--- config.mk ---
export PLATFORM = sky130hd
export DESIGN_NAME = instruction_queue_decoder
export DESIGN_NICKNAME = d
export VERILOG_FILES = /design/src/rtl/instruction_queue_decoder.sv
export SDC_FILE = /design/constraint.sdc
export NUM_CORES = 1
export LEC_CHECK = 0
export ABC_AREA = 1
export CELL_PAD_IN_SITES_DETAIL_PLACEMENT = 1
export CELL_PAD_IN_SITES_GLOBAL_PLACEMENT = 1
export CORE_MARGIN = 2
export CORE_UTILIZATION = 40
export CTS_BUF_LIST = sky130_fd_sc_hd__clkbuf_2
export DETAILED_ROUTE_END_ITERATION = 8
export GPL_TIMING_DRIVEN = 1
export HOLD_SLACK_MARGIN = 0.02
export PLACE_DENSITY = 0.68
export SLEW_MARGIN = 20
export SYNTH_ARGS = -nofsm -noshare
export SYNTH_HDL_FRONTEND = slang
export SYNTH_SLANG_ARGS = --single-unit
--- constraint.sdc ---
create_clock -name i_clk -period 3.8 [get_ports i_clk]
set_input_delay 0.76 -clock i_clk [delete_from_list [all_inputs] [get_ports i_clk]]
set_output_delay 0.76 -clock i_clk [all_outputs]
set_load 0.03 [all_outputs]
--- src/rtl/instruction_queue_decoder.sv ---
// Host byte-stream instruction assembler feeding a show-ahead FIFO.
// Bytes are packed big-endian into instructions of 1..INSTR_BYTES bytes
// (fixed length, or length taken from opcode bits [7:6]). Finished
// instructions are queued for the execution unit, which drains them over
// a valid/ready handshake.
module instruction_queue_decoder #(
  parameter int unsigned INSTR_BYTES = 4,
  parameter int unsigned DEPTH       = 4,
  parameter int unsigned VAR_LEN     = 0
) (
  input  logic                       i_clk,
  input  logic                       i_reset,
  input  logic                       i_en,
  input  logic                       i_we,
  input  logic [7:0]                 i_data,
  output logic                       o_ack,
  output logic                       o_busy,
  input  logic                       i_abort,
  output logic [8*INSTR_BYTES-1:0]   o_instruction,
  output logic [3:0]                 o_length,
  output logic                       o_valid,
  input  logic                       i_ready,
  output logic [$clog2(DEPTH):0]     o_count
);

  localparam int unsigned W  = 8 * INSTR_BYTES;
  localparam int unsigned PW = $clog2(DEPTH);
  localparam int unsigned CW = PW + 1;

  typedef enum logic {
    ST_IDLE,
    ST_COLLECT
  } state_t;

  // Assembler state
  state_t         r_state;
  state_t         w_state_next;
  logic [3:0]     r_idx;
  logic [3:0]     w_idx_next;
  logic [3:0]     r_len;
  logic [3:0]     w_len_next;
  logic [W-1:0]   r_asm;
  logic [W-1:0]   w_asm_next;
  logic           r_ack;

  // Handshake / push interface into the FIFO
  logic           w_accept;
  logic           w_push;
  logic           w_pop;
  logic [W-1:0]   w_push_data;
  logic [3:0]     w_push_len;
  logic [3:0]     w_op_len;

  // FIFO storage and pointers
  logic [W-1:0]   r_mem_instr [DEPTH];
  logic [3:0]     r_mem_len   [DEPTH];
  logic [PW-1:0]  r_wptr;
  logic [PW-1:0]  r_rptr;
  logic [CW-1:0]  r_count;

  assign o_busy   = (r_count == CW'(DEPTH));
  assign o_valid  = (r_count != '0);
  assign o_count  = r_count;
  assign o_ack    = r_ack;
  assign w_accept = i_en & i_we & ~o_busy & ~i_abort;
  assign w_pop    = o_valid & i_ready;

  // Target length decoded from a byte arriving as opcode
  always_comb begin
    w_op_len = 4'(INSTR_BYTES);
    if ((VAR_LEN != 0) && (({2'b00, i_data[7:6]} + 4'd1) < 4'(INSTR_BYTES))) begin
      w_op_len = {2'b00, i_data[7:6]} + 4'd1;
    end
  end

  // Assembler next-state, byte placement and push generation
  always_comb begin
    w_state_next = r_state;
    w_idx_next   = r_idx;
    w_len_next   = r_len;
    w_asm_next   = r_asm;
    w_push       = 1'b0;
    w_push_data  = r_asm;
    w_push_len   = r_len;
    if (i_abort) begin
      w_state_next = ST_IDLE;
      w_idx_next   = '0;
      w_asm_next   = '0;
    end else if (w_accept) begin
      case (r_state)
        ST_IDLE: begin
          w_asm_next          = '0;
          w_asm_next[W-1 -: 8] = i_data;
          if (w_op_len == 4'd1) begin
            w_push      = 1'b1;
            w_push_data = w_asm_next;
            w_push_len  = 4'd1;
            w_asm_next  = '0;
          end else begin
            w_state_next = ST_COLLECT;
            w_idx_next   = 4'd1;
            w_len_next   = w_op_len;
          end
        end
        ST_COLLECT: begin
          for (int unsigned k = 1; k < INSTR_BYTES; k++) begin
            if (r_idx == 4'(k)) begin
              w_asm_next[W-1-8*k -: 8] = i_data;
            end
          end
          if (r_idx == (r_len - 4'd1)) begin
            // Snapshot the completed word before the register is cleared
            w_push       = 1'b1;
            w_push_data  = w_asm_next;
            w_push_len   = r_len;
            w_state_next = ST_IDLE;
            w_idx_next   = '0;
            w_asm_next   = '0;
          end else begin
            w_idx_next = r_idx + 4'd1;
          end
        end
        default: begin
          w_state_next = ST_IDLE;
          w_idx_next   = '0;
          w_asm_next   = '0;
        end
      endcase
    end
  end

  // Assembler state register and byte acknowledge
  always_ff @(posedge i_clk) begin
    if (i_reset) begin
      r_state <= ST_IDLE;
      r_idx   <= '0;
      r_len   <= '0;
      r_asm   <= '0;
      r_ack   <= 1'b0;
    end else begin
      r_state <= w_state_next;
      r_idx   <= w_idx_next;
      r_len   <= w_len_next;
      r_asm   <= w_asm_next;
      r_ack   <= w_accept;
    end
  end

  // FIFO storage write; contents are don't-care until counted valid
  always_ff @(posedge i_clk) begin
    if (w_push) begin
      r_mem_instr[r_wptr] <= w_push_data;
      r_mem_len[r_wptr]   <= w_push_len;
    end
  end

  // FIFO pointers and occupancy
  always_ff @(posedge i_clk) begin
    if (i_reset) begin
      r_wptr  <= '0;
      r_rptr  <= '0;
      r_count <= '0;
    end else begin
      if (w_push) begin
        r_wptr <= r_wptr + 1'b1;
      end
      if (w_pop) begin
        r_rptr <= r_rptr + 1'b1;
      end
      case ({w_push, w_pop})
        2'b10:   r_count <= r_count + CW'(1);
        2'b01:   r_count <= r_count - CW'(1);
        default: r_count <= r_count;
      endcase
    end
  end

  // Show-ahead head outputs, forced to zero while empty
  always_comb begin
    o_instruction = '0;
    o_length      = '0;
    if (o_valid) begin
      o_instruction = r_mem_instr[r_rptr];
      o_length      = r_mem_len[r_rptr];
    end
  end

endmodule
==> metrics.md <==
| Metric | Value |
|---|---|
| Status | `completed` |
| Syn-to-layout area delta | `13.6%` |
| EDFF count, synth | `132` |
| GR Util met3 | `0.0414` |
| Min-delay src | `r_asm[17]` |
| Die Area | `0.0202 sq mm` |
| Tot Pwr | `3.72 mW` |
| Nets | `869` |
| Yosys reg bits | `180` |
| Reg2Reg Depth | `7` |
| Synth Cell Area | `0.00764 sq mm` |
| CORE AREA | `0.0187 sq mm` |
| Post-layout util | `0.464` |
| Setup total negative slack | `0 ns` |
| Netlist cell types | `22` |
| Clock-pin transition on the worst setup and hold timing paths | `0.26 ns` |
| Measured slew at the worst slew-check pin | `0.600 ns` |
| Synth top area cells | `edfxtp_1, dfxtp_1, nand2_1` |
| Clk_lat worst skew | `0.79 ns` |
| GRT Total Usage | `0.214` |
| CP peak stage delay | `0.71 ns` |
| Ys flop type | `edfxtp_1` |
| RSZ-0062 raised after global routing | `no` |
| Cells after Synth | `799` |
| Clk buf depth | `2` |
| Vias per std cell | `5.28` |
| Worst path most repeated cell | `nor2_1` |
| Share of post-route cells with drive strength above 1 | `0.0733` |
| DPL Wire Length | `13.7 mm` |
| Htree depth | `4` |
| Tmin final | `3.57 ns` |
| GRT Residual Overflow | `0` |
| CP Class | `register to output pin` |
| CTS root buffer | `clkbuf_2` |
| Grt met1 use | `0.273` |
| Commonest non-fill, non-tap cell in the layout | `nand2_1` |
| Top cell type's share of synthesized area | `0.519` |
| Fill count | `2134` |
| Flop pwr share | `0.566` |
| Worst hold slack | `0.500 ns` |
| Routed Antenna Nets | `0` |
| Number of cells on the critical path | `6` |
| Crit Path Max Fanout | `30` |
| CTS buffer count | `17` |
| Critical Path Sink Type | `output pin` |
| Slowest-stage cell, CP | `clkdlybuf4s50_1` |
| FF+latch area | `0.00493 sq mm` |
| Die width | `142 microns` |
| PwrDens | `429 mW/mm^2` |
| Met2 usage | `0.371` |
| P_sw | `1.11 mW` |
| Hold WC Path Type | `register to register` |
| Leakage | `3.02 nW` |
| Maximum VDD drop | `0.152 mV` |
| Largest net degree at the start of global routing | `38` |
| Crit share post-route | `0.940` |
| Logic gate share of total power | `0.157` |
| First-pass GRT wire length | `32.7 mm` |
| Critical path's top delay family | `buffers and inverters` |
| Die H | `142 microns` |
| Crit Reg-Reg Endpoint | `r_mem_instr[1][1]` |
| Iteration-0 DRC Markers | `365` |
| IO Port Bufs | `52` |
| Initial antenna violation count | `1` |
| Worst Path Buf+Inv | `2` |
| Fmax | `0.280 GHz` |
| Number of max-cap violations | `0` |
| Layout Cells excl Fill | `1094` |
| Post-CTS setup buffer count | `0` |
| Drt pass-1 iters | `5` |
| Clock Sinks | `180` |
| Clock Power Share | `0.277` |
| Required @ worst endpoint | `3.04 ns` |
| Wire length per cell | `18.6 microns` |
| CP cell instances | `buf_4 -> nor2_1 -> nor2_1 -> o21ai_0 -> a21oi_1 -> clkdlybuf4s50_1` |
| Leading area contributor after synthesis | `edfxtp_1` |
| CTS Hold Bufs | `0` |
| Critical Path End | `o_instruction[21]` |
| Initial Util | `0.408` |
| Critical R2R Launch | `r_idx[1]` |
| Row count | `50` |
| CTS tree | `yes` |
| Busiest grt layer | `met2` |
| FFs w/ async S/R, synth | `0` |
| Slew HR | `0.599` |
| P_int | `2.61 mW` |
| Setup violators final | `0` |
| Part of the Yosys area used for sequential elements | `0.645` |
| Post-Place Cells | `1061` |
| Area of the multi-input gates | `0.00238 sq mm` |
| Vias in the first global route | `6115` |
| FF-to-FF setup slack | `1.56 ns` |
| Mean Syn Cell Area | `9.56 sq um` |
| Total Routed Length | `20.3 mm` |
| Final hold vios | `0` |
| Arr. time, crit path | `2.81 ns` |
| Final max-slew violation count | `0` |
| Max Clock Skew | `0.0339 ns` |
| Worst setup SP type | `register` |
| Most frequent cells in the layout | `nand2_1, nor2_1, edfxtp_1` |
| Sw frac | `0.298` |
| # DRC | `0` |
| Ys Warns | `0` |
| Via count | `5776` |
| IO Count | `56` |
| GPL Wtd Cong | `0.810` |
how the worst min path moves through the flow:
stage | depth (start not counted) | to | slack, ns
after floorplan | 2 | register | 0.43
after global placement | 2 | register | 0.44
after detailed placement | 2 | r_rptr[1] | 0.47
after CTS | 3 | r_asm[28] | 0.49
after global routing | 2 | r_asm[19] | 0.52
final | 2 | r_asm[17] | 0.50
layout make-up:
| cell class | count | area share |
|---|---|---|
| well taps | 234 | 0.0337 |
| flip-flops and latches | 180 | 0.567 |
| inverters | 39 | 0.0172 |
| clock buffers | 17 | 0.00980 |
| diodes | 1 | 0.000288 |
| repair buffers | 71 | 0.0783 |
| multi-input cells | 537 | 0.274 |
| clock inverters | 15 | 0.0195 |
flip-flops by register name, summed over array words and instances (netlist names), named ones only:
signal / cells
o_ack: 1
r_mem_instr: 128
r_len: 1
o_count: 3
r_mem_len: 4
r_asm: 32
r_idx: 4
r_state: 1
r_rptr: 2
r_wptr: 2
through the flow:
stage,setup slack (ns),area (sq um)
after floorplan,0.541,7650
after global placement,0.914,8420
after detailed placement,0.868,8420
final,0.229,8680
after CTS,0.0802,8670
after global routing,0.0334,8680
synth_stat cells, types with 3 or more instances:
cell type / count
inv_1: 36
o21ai_1: 18
a21oi_1: 72
nand3_1: 20
buf_2: 14
buf_1: 3
ha_1: 8
buf_4: 3
nor2_1: 155
dfxtp_1: 48
clkbuf_1: 23
edfxtp_1: 132
inv_2: 3
nand2_1: 174
o21ai_0: 80
per-layer routing:
metal,up-vias,share of wire
met3,25,0.035
met1,2882,0.45
met4,0,0.015
met2,107,0.50
met5,-,0
li1,2762,-
logic make-up (layout without fill, tap and decap cells):
kind of cell / count (synthesis) / after routing / share of synthesized area
AO/OA/AOI/OAI: 171 / 171 / 0.112
other: 1 / 4 / 0.000491
flip-flops: 180 / 180 / 0.645
AND/OR/NAND/NOR: 354 / 354 / 0.180
buffers and inverters: 84 / 142 / 0.0470
adder cells (fa/ha/maj): 9 / 9 / 0.0157
power groups by stage:
stage / Combinational, mW / Clock, mW / Sequential (mW)
after CTS: 0.593 / 1.06 / 2.10
final: 0.585 / 1.03 / 2.11
after detailed placement: 0.590 / 0 / 2.15
after global placement: 0.576 / 0 / 2.15
after global routing: 0.638 / 1.14 / 2.11
after floorplan: 0.346 / 0 / 2.15
what timing repair did:
action,in CTS,in global routing
hold endpoints to repair,0,0
gates resized for setup,0,3
setup endpoints to repair,0,12
tightest hold or removal path: cells and delay by family, from the launching register on:
kind / cells / cell delay (ns)
DFF: 1 / 0.38
and+or+nand+nor: 1 / 0.06
AOI/OAI and AO/OA: 1 / 0.05
Note: power is estimated with default switching activity, not from simulation.
